### src/rtl/fpro_bus_arbiter_pkg.sv
// Shared types and widths for the FPro MMIO bus arbiter.
// Imported by the interface, the grant selector and the top.
package fpro_arb_pkg;

   localparam int FP_ADDR_W = 21;
   localparam int FP_DATA_W = 32;

   typedef enum logic [1:0] {
      IDLE = 2'd0,
      XFER = 2'd1,
      ACK  = 2'd2
   } arb_state_t;

   typedef logic mst_idx_t;

endpackage

### src/rtl/fpro_bus_arbiter_if.sv
// Bundle of both master request ports and the FPro MMIO bus.
// slave: the arbiter's view; master: requesters plus mmio side.
interface fpro_bus_arbiter_if
   import fpro_arb_pkg::*;
#(
   parameter int ADDR_W = FP_ADDR_W,
   parameter int DATA_W = FP_DATA_W
);

   logic              m0_req;
   logic              m0_wr;
   logic [ADDR_W-1:0] m0_addr;
   logic [DATA_W-1:0] m0_wr_data;
   logic [DATA_W-1:0] m0_rd_data;
   logic              m0_ack;

   logic              m1_req;
   logic              m1_wr;
   logic [ADDR_W-1:0] m1_addr;
   logic [DATA_W-1:0] m1_wr_data;
   logic [DATA_W-1:0] m1_rd_data;
   logic              m1_ack;

   logic              fp_mmio_cs;
   logic              fp_wr;
   logic              fp_rd;
   logic [ADDR_W-1:0] fp_addr;
   logic [DATA_W-1:0] fp_wr_data;
   logic [DATA_W-1:0] fp_rd_data;
   logic              owner;

   modport slave (
      input  m0_req, m0_wr, m0_addr, m0_wr_data,
      output m0_rd_data, m0_ack,
      input  m1_req, m1_wr, m1_addr, m1_wr_data,
      output m1_rd_data, m1_ack,
      output fp_mmio_cs, fp_wr, fp_rd,
      output fp_addr, fp_wr_data,
      input  fp_rd_data,
      output owner
   );

   modport master (
      output m0_req, m0_wr, m0_addr, m0_wr_data,
      input  m0_rd_data, m0_ack,
      output m1_req, m1_wr, m1_addr, m1_wr_data,
      input  m1_rd_data, m1_ack,
      input  fp_mmio_cs, fp_wr, fp_rd,
      input  fp_addr, fp_wr_data,
      output fp_rd_data,
      input  owner
   );

endinterface

### src/rtl/fpro_bus_arbiter_rr_arbiter_2.sv
// Two-way grant selector: round-robin on ~last_grant,
// or m0-wins-ties when FIXED_PRIO is set.
module rr_arbiter_2
   import fpro_arb_pkg::*;
#(
   parameter bit FIXED_PRIO = 1'b0
) (
   input  logic [1:0] req,
   input  mst_idx_t   last_grant,
   output logic       gnt_vld,
   output mst_idx_t   gnt_idx
);

   // Winner of the current request pair.
   always_comb begin
      gnt_vld = |req;
      gnt_idx = 1'b0;
      case (req)
         2'b11:   gnt_idx = FIXED_PRIO ? 1'b0 : ~last_grant;
         2'b10:   gnt_idx = 1'b1;
         default: gnt_idx = 1'b0;
      endcase
   end

endmodule

### src/rtl/fpro_bus_arbiter.sv
// Shares one FPro MMIO bus between two masters.
// Three-cycle IDLE/XFER/ACK sequence, all outputs registered.
module fpro_bus_arbiter
   import fpro_arb_pkg::*;
#(
   parameter int ADDR_W     = FP_ADDR_W,
   parameter int DATA_W     = FP_DATA_W,
   parameter bit FIXED_PRIO = 1'b0
) (
   input  logic               clk,
   input  logic               reset,
   fpro_bus_arbiter_if.slave  bus
);

   arb_state_t        state_q, state_d;
   mst_idx_t          owner_q, owner_d;
   mst_idx_t          last_q, last_d;
   logic              cs_q, cs_d;
   logic              wr_q, wr_d;
   logic              rd_q, rd_d;
   logic [ADDR_W-1:0] addr_q, addr_d;
   logic [DATA_W-1:0] wdata_q, wdata_d;
   logic              ack0_q, ack0_d;
   logic              ack1_q, ack1_d;
   logic [DATA_W-1:0] rd0_q, rd0_d;
   logic [DATA_W-1:0] rd1_q, rd1_d;

   logic              gnt_vld;
   mst_idx_t          gnt_idx;
   logic              win_wr;
   logic [ADDR_W-1:0] win_addr;
   logic [DATA_W-1:0] win_wdata;

   rr_arbiter_2 #(
      .FIXED_PRIO (FIXED_PRIO)
   ) u_sel (
      .req        ({bus.m1_req, bus.m0_req}),
      .last_grant (last_q),
      .gnt_vld    (gnt_vld),
      .gnt_idx    (gnt_idx)
   );

   assign win_wr    = gnt_idx ? bus.m1_wr      : bus.m0_wr;
   assign win_addr  = gnt_idx ? bus.m1_addr    : bus.m0_addr;
   assign win_wdata = gnt_idx ? bus.m1_wr_data : bus.m0_wr_data;

   // Next-state and next-output computation for the bus sequencer.
   always_comb begin
      state_d = state_q;
      owner_d = owner_q;
      last_d  = last_q;
      cs_d    = cs_q;
      wr_d    = wr_q;
      rd_d    = rd_q;
      addr_d  = addr_q;
      wdata_d = wdata_q;
      ack0_d  = 1'b0;
      ack1_d  = 1'b0;
      rd0_d   = rd0_q;
      rd1_d   = rd1_q;
      unique case (state_q)
         IDLE: begin
            if (gnt_vld) begin
               state_d = XFER;
               owner_d = gnt_idx;
               cs_d    = 1'b1;
               wr_d    = win_wr;
               rd_d    = ~win_wr;
               addr_d  = win_addr;
               wdata_d = win_wdata;
            end
         end
         XFER: begin
            state_d = ACK;
            cs_d    = 1'b0;
            wr_d    = 1'b0;
            rd_d    = 1'b0;
            addr_d  = '0;
            wdata_d = '0;
            if (owner_q) ack1_d = 1'b1;
            else         ack0_d = 1'b1;
            if (rd_q && owner_q)  rd1_d = bus.fp_rd_data;
            if (rd_q && !owner_q) rd0_d = bus.fp_rd_data;
         end
         ACK: begin
            state_d = IDLE;
            last_d  = owner_q;
         end
         default: begin
            state_d = IDLE;
            cs_d    = 1'b0;
            wr_d    = 1'b0;
            rd_d    = 1'b0;
            addr_d  = '0;
            wdata_d = '0;
         end
      endcase
   end

   // State and output registers; reset drops bus strobes at once.
   always_ff @(posedge clk or posedge reset) begin
      if (reset) begin
         state_q <= IDLE;
         owner_q <= 1'b0;
         last_q  <= 1'b1;
         cs_q    <= 1'b0;
         wr_q    <= 1'b0;
         rd_q    <= 1'b0;
         addr_q  <= '0;
         wdata_q <= '0;
         ack0_q  <= 1'b0;
         ack1_q  <= 1'b0;
         rd0_q   <= '0;
         rd1_q   <= '0;
      end else begin
         state_q <= state_d;
         owner_q <= owner_d;
         last_q  <= last_d;
         cs_q    <= cs_d;
         wr_q    <= wr_d;
         rd_q    <= rd_d;
         addr_q  <= addr_d;
         wdata_q <= wdata_d;
         ack0_q  <= ack0_d;
         ack1_q  <= ack1_d;
         rd0_q   <= rd0_d;
         rd1_q   <= rd1_d;
      end
   end

   assign bus.fp_mmio_cs = cs_q;
   assign bus.fp_wr      = wr_q;
   assign bus.fp_rd      = rd_q;
   assign bus.fp_addr    = addr_q;
   assign bus.fp_wr_data = wdata_q;
   assign bus.m0_ack     = ack0_q;
   assign bus.m1_ack     = ack1_q;
   assign bus.m0_rd_data = rd0_q;
   assign bus.m1_rd_data = rd1_q;
   assign bus.owner      = owner_q;

endmodule

### src/flat_wrapper.sv
// flat-port wrapper written by rule: the top's interface ports become plain ports
module fpro_bus_arbiter_flat import fpro_arb_pkg::*;
#(
   parameter int ADDR_W     = FP_ADDR_W,
   parameter int DATA_W     = FP_DATA_W,
   parameter bit FIXED_PRIO = 1'b0
)
  (clk, reset, bus_m0_req, bus_m0_wr, bus_m0_addr, bus_m0_wr_data, bus_m0_rd_data, bus_m0_ack, bus_m1_req, bus_m1_wr, bus_m1_addr, bus_m1_wr_data, bus_m1_rd_data, bus_m1_ack, bus_fp_mmio_cs, bus_fp_wr, bus_fp_rd, bus_fp_addr, bus_fp_wr_data, bus_fp_rd_data, bus_owner);
  fpro_bus_arbiter_if #(.ADDR_W(ADDR_W), .DATA_W(DATA_W)) bus_i ();
  input  logic clk;
  input  logic reset;
  input wire logic [$bits(bus_i.m0_req)-1:0] bus_m0_req;
  input wire logic [$bits(bus_i.m0_wr)-1:0] bus_m0_wr;
  input wire logic [$bits(bus_i.m0_addr)-1:0] bus_m0_addr;
  input wire logic [$bits(bus_i.m0_wr_data)-1:0] bus_m0_wr_data;
  output wire logic [$bits(bus_i.m0_rd_data)-1:0] bus_m0_rd_data;
  output wire logic [$bits(bus_i.m0_ack)-1:0] bus_m0_ack;
  input wire logic [$bits(bus_i.m1_req)-1:0] bus_m1_req;
  input wire logic [$bits(bus_i.m1_wr)-1:0] bus_m1_wr;
  input wire logic [$bits(bus_i.m1_addr)-1:0] bus_m1_addr;
  input wire logic [$bits(bus_i.m1_wr_data)-1:0] bus_m1_wr_data;
  output wire logic [$bits(bus_i.m1_rd_data)-1:0] bus_m1_rd_data;
  output wire logic [$bits(bus_i.m1_ack)-1:0] bus_m1_ack;
  output wire logic [$bits(bus_i.fp_mmio_cs)-1:0] bus_fp_mmio_cs;
  output wire logic [$bits(bus_i.fp_wr)-1:0] bus_fp_wr;
  output wire logic [$bits(bus_i.fp_rd)-1:0] bus_fp_rd;
  output wire logic [$bits(bus_i.fp_addr)-1:0] bus_fp_addr;
  output wire logic [$bits(bus_i.fp_wr_data)-1:0] bus_fp_wr_data;
  input wire logic [$bits(bus_i.fp_rd_data)-1:0] bus_fp_rd_data;
  output wire logic [$bits(bus_i.owner)-1:0] bus_owner;
  assign bus_i.m0_req = bus_m0_req;
  assign bus_i.m0_wr = bus_m0_wr;
  assign bus_i.m0_addr = bus_m0_addr;
  assign bus_i.m0_wr_data = bus_m0_wr_data;
  assign bus_m0_rd_data = bus_i.m0_rd_data;
  assign bus_m0_ack = bus_i.m0_ack;
  assign bus_i.m1_req = bus_m1_req;
  assign bus_i.m1_wr = bus_m1_wr;
  assign bus_i.m1_addr = bus_m1_addr;
  assign bus_i.m1_wr_data = bus_m1_wr_data;
  assign bus_m1_rd_data = bus_i.m1_rd_data;
  assign bus_m1_ack = bus_i.m1_ack;
  assign bus_fp_mmio_cs = bus_i.fp_mmio_cs;
  assign bus_fp_wr = bus_i.fp_wr;
  assign bus_fp_rd = bus_i.fp_rd;
  assign bus_fp_addr = bus_i.fp_addr;
  assign bus_fp_wr_data = bus_i.fp_wr_data;
  assign bus_i.fp_rd_data = bus_fp_rd_data;
  assign bus_owner = bus_i.owner;
  fpro_bus_arbiter #(.ADDR_W(ADDR_W), .DATA_W(DATA_W), .FIXED_PRIO(FIXED_PRIO)) u_core (.clk(clk), .reset(reset), .bus(bus_i));
endmodule
### config.mk
export PLATFORM = sky130hd
export DESIGN_NAME = fpro_bus_arbiter_flat
export DESIGN_NICKNAME = d
export VERILOG_FILES = /design/src/rtl/fpro_bus_arbiter_pkg.sv /design/src/rtl/fpro_bus_arbiter_if.sv /design/src/rtl/fpro_bus_arbiter_rr_arbiter_2.sv /design/src/rtl/fpro_bus_arbiter.sv /design/src/flat_wrapper.sv
export SDC_FILE = /design/constraint.sdc
export NUM_CORES = 1
export LEC_CHECK = 0
export CAP_MARGIN = 0
export CORE_AREA = 2 2 110 139
export CTS_CLUSTER_SIZE = 40
export DETAILED_ROUTE_END_ITERATION = 12
export DIE_AREA = 0 0 112 141
export PLACE_DENSITY_LB_ADDON = 0.15
export SLEW_MARGIN = 20
export SYNTH_ARGS = -nofsm -noshare
export SYNTH_HDL_FRONTEND = slang
export SYNTH_SLANG_ARGS = --single-unit
### constraint.sdc
create_clock -name clk -period 3.88 [get_ports clk]
set_input_delay 0.582 -clock clk [delete_from_list [all_inputs] [get_ports clk]]
set_output_delay 0.582 -clock clk [all_outputs]
set_load 0.1 [all_outputs]
==> flow_metrics.env <==
export IMPL_drc=0
export IMPL_synth_top_family_by_area="multiplexers"
export IMPL_cts_buffers=17
export IMPL_vias_per_cell=5.065
export IMPL_initial_utilization_pct=35.09
export IMPL_worst_pin_slew_ps=1057
export IMPL_initialDrtViolationCount=190
export IMPL_setup_violations=0
export IMPL_synth_mux_area_share_pct=14.47
export IMPL_synthXorXnorAreaFrac_pct=0
export IMPL_synth_area_top_cells="dfrtp_1, a221o_1, mux2_1"
export IMPL_grt_first_pass_wirelength_um=23630
export IMPL_cpLargestDelayFamily="buffers and inverters"
export IMPL_outcome="finished, final reports clean"
export IMPL_grt_max_degree=67
export IMPL_yosysSeqAreaShare_pct=61.40
export IMPL_grt_pass1_vias=4470
export IMPL_fp_coreArea_mm2=0.01464
export IMPL_synth_compound_area_share_pct=11.47
export IMPL_diodes=0
export IMPL_clk_path_buf_depth=2
export IMPL_clock_sinks=126
export IMPL_fin_area_mm2=0.008556
export IMPL_worst_r2r_path_depth=4
export IMPL_setup_tns_ps=0
export IMPL_wl_um=14810
export IMPL_die_h_um=141
export IMPL_crit_slowest_cell="clkdlybuf4s50_1"
export IMPL_max_cap_violations=0
export IMPL_min_period_ps=2645
export IMPL_rr_startpoint="u_core.state_q[0]$_DFFE_PP0P_"
export IMPL_yosys_area_share_simple_pct=8.037
export IMPL_dieArea_mm2=0.01579
export IMPL_finalHoldViolations=0
export IMPL_nets=755
export IMPL_synthCells=349
export IMPL_synth_seq_cells=126
export IMPL_post_cts_buffers=0
export IMPL_ios=267
export IMPL_synthFlopType="dfrtp_1"
export IMPL_dp_hpwl_um=10440
export IMPL_ys_types=25
export IMPL_portBuffers=266
export IMPL_ys_async_sr_fraction_pct=100.0
export IMPL_synthAdderAreaFrac_pct=0
export IMPL_slew_violations=0
export IMPL_dieWidth_um=112
export IMPL_crit_chain="clkdlybuf4s50_1"
export IMPL_netlist_area_leader_share_pct=60.89
export IMPL_clk_pin_slew_ps=60
export IMPL_placed_cell_area_mm2=0.007878
export IMPL_slowest_delay_ps=1210
export IMPL_cp_startpoint="u_core.bus.owner$_DFFE_PP0P_"
export IMPL_antenna_found_initial=0
export IMPL_hold_path_class="reg -> reg"
export IMPL_cts_tree="yes"
export IMPL_setup_worst_path_start_class="flip-flop"
export IMPL_rows=50
export IMPL_ff2ff_setup_slack_ps=1510
export IMPL_grt_usage_pct=18.89
export IMPL_cp_max_fo=6
export IMPL_crit_buf_inv=1
export IMPL_timing_slew_headroom_pct=29.29
export IMPL_dr_total_vias=4082
export IMPL_post_cts_resized=0
export IMPL_crit_arrival_ps=2060
export IMPL_synth_area_mm2=0.005137
export IMPL_synth_edf_count=0
export IMPL_crit_end="bus_owner"
export IMPL_worstSetupPathType="reg -> out"
export IMPL_gp_congestion=0.7326
export IMPL_cp_required_ps=3300
export IMPL_wl_per_cell_um=18.37
export IMPL_h_tree_depth=4
export IMPL_finClkSkew_ps=9.720
export IMPL_rsz0062_at_grt="false"
export IMPL_synth_top_cell_by_area="dfrtp_1"
export IMPL_drive_gt1_share_pct=12.66
export IMPL_drt_first_pass_iters=4
export IMPL_drt_antenna_violating_nets=0
export IMPL_fin_crit_sh_pct=68.18
export IMPL_cp_depth=1
export IMPL_fmax_mhz=378.0
export IMPL_post_route_util_pct=58.44
export IMPL_ys_warn_count=0
export IMPL_r2r_end="u_core.bus.fp_addr[5]$_DFFE_PP0P_"
export IMPL_grt_overflow=0
export IMPL_cts_root_buf="clkbuf_16"
export IMPL_syn_area_per_cell_um2=14.72
export IMPL_end_kind="primary output"
export IMPL_clock_latency_ps=400
export IMPL_ctsHoldBuffers=0
export IMPL_syn_num_nets=493
export IMPL_area_growth_pct=66.54
layout by cell type, fill, tap and decap left out, drive strengths merged, types with 2 or more instances in the layout:
cell,count
bufinv,6
clkdlybuf4s50,266
a221o,53
inv,5
dfrtp,125
clkinvlp,3
and2,3
buf,6
and3,54
mux2,66
nand2b,2
clkinv,3
clkbuf,19
cell type report:
| type | instances | area (um2) |
|---|---|---|
| fillers | 1220 | 6083 |
| flip-flops and latches | 126 | 3154 |
| clock buffers | 19 | 442.9 |
| multi-input cells | 190 | 1757 |
| clock inverters | 13 | 235.2 |
| well taps | 182 | 227.7 |
| inverters | 4 | 18.77 |
| repair buffers | 272 | 2720 |
logic make-up after synthesis:
kind of cell,Yosys count
multiplexers,66
flip-flops,126
AO/OA/AOI/OAI,59
AND/OR/NAND/NOR,65
buffers and inverters,33
cell usage after synthesis, types with 2 or more instances:
| cell type | n |
|---|---|
| and2_1 | 3 |
| a221o_1 | 53 |
| buf_6 | 14 |
| nand2b_1 | 2 |
| and3_1 | 54 |
| mux2_1 | 33 |
| mux2_2 | 33 |
| clkbuf_1 | 10 |
| inv_1 | 4 |
| dfrtp_1 | 125 |
| buf_2 | 4 |
metrics by stage:
step,worst slack (ps),hold WS [ps],std cells
after CTS,1196,487.6,806
after global placement,1374,466.1,774
after floorplan,1746,483.9,349
after global routing,1173,502.1,806
after detailed placement,1353,476.1,774
final,1235,485.3,806
flip-flops by register name, indices dropped and copies added (netlist names):
register,flops
u_core.bus.m0_rd_data,32
u_core.bus.m1_rd_data,32
u_core.bus.m1_ack,1
u_core.bus.fp_rd,1
u_core.bus.m0_ack,1
u_core.bus.fp_wr_data,32
u_core.state_q,2
u_core.bus.fp_wr,1
u_core.last_q,1
u_core.bus.owner,1
u_core.bus.fp_mmio_cs,1
u_core.bus.fp_addr,21
worst min-delay path by stage:
stage,start,depth (start not counted),to
detailed placement,u_core.bus.m0_rd_data[25]$_DFFE_PP0P_,1,u_core.bus.m0_rd_data[25]$_DFFE_PP0P_
floorplan,u_core.state_q[1]$_DFFE_PP0P_,1,u_core.bus.m0_ack$_DFF_PP0_
finish,u_core.bus.m0_rd_data[25]$_DFFE_PP0P_,1,u_core.bus.m0_rd_data[25]$_DFFE_PP0P_
CTS,u_core.bus.m0_rd_data[17]$_DFFE_PP0P_,1,u_core.bus.m0_rd_data[17]$_DFFE_PP0P_
global route,u_core.bus.m0_rd_data[3]$_DFFE_PP0P_,1,u_core.bus.m0_rd_data[3]$_DFFE_PP0P_
global placement,u_core.bus.m0_rd_data[2]$_DFFE_PP0P_,1,u_core.bus.m0_rd_data[2]$_DFFE_PP0P_
worst reg2reg max path, stage by stage, from the launching register on:
cell	delay (ps)
dfrtp_1	450
nor2_2	130
buf_4	400
and3_2	1000
a221o_1	330
layer usage:
layer	share of wire, %	vias to the layer above	routed length [um]	global-route usage (%)
met5	0	-	0	0
met4	2.6	0	390	7.766
met3	9.0	25	1327	7.094
met2	48	217	7122	30.65
met1	40	1988	5969	22.75
li1	-	1852	-	-
Power is not shown: default switching activity piles up to over one toggle a cycle in this logic, so the estimate is an artifact.
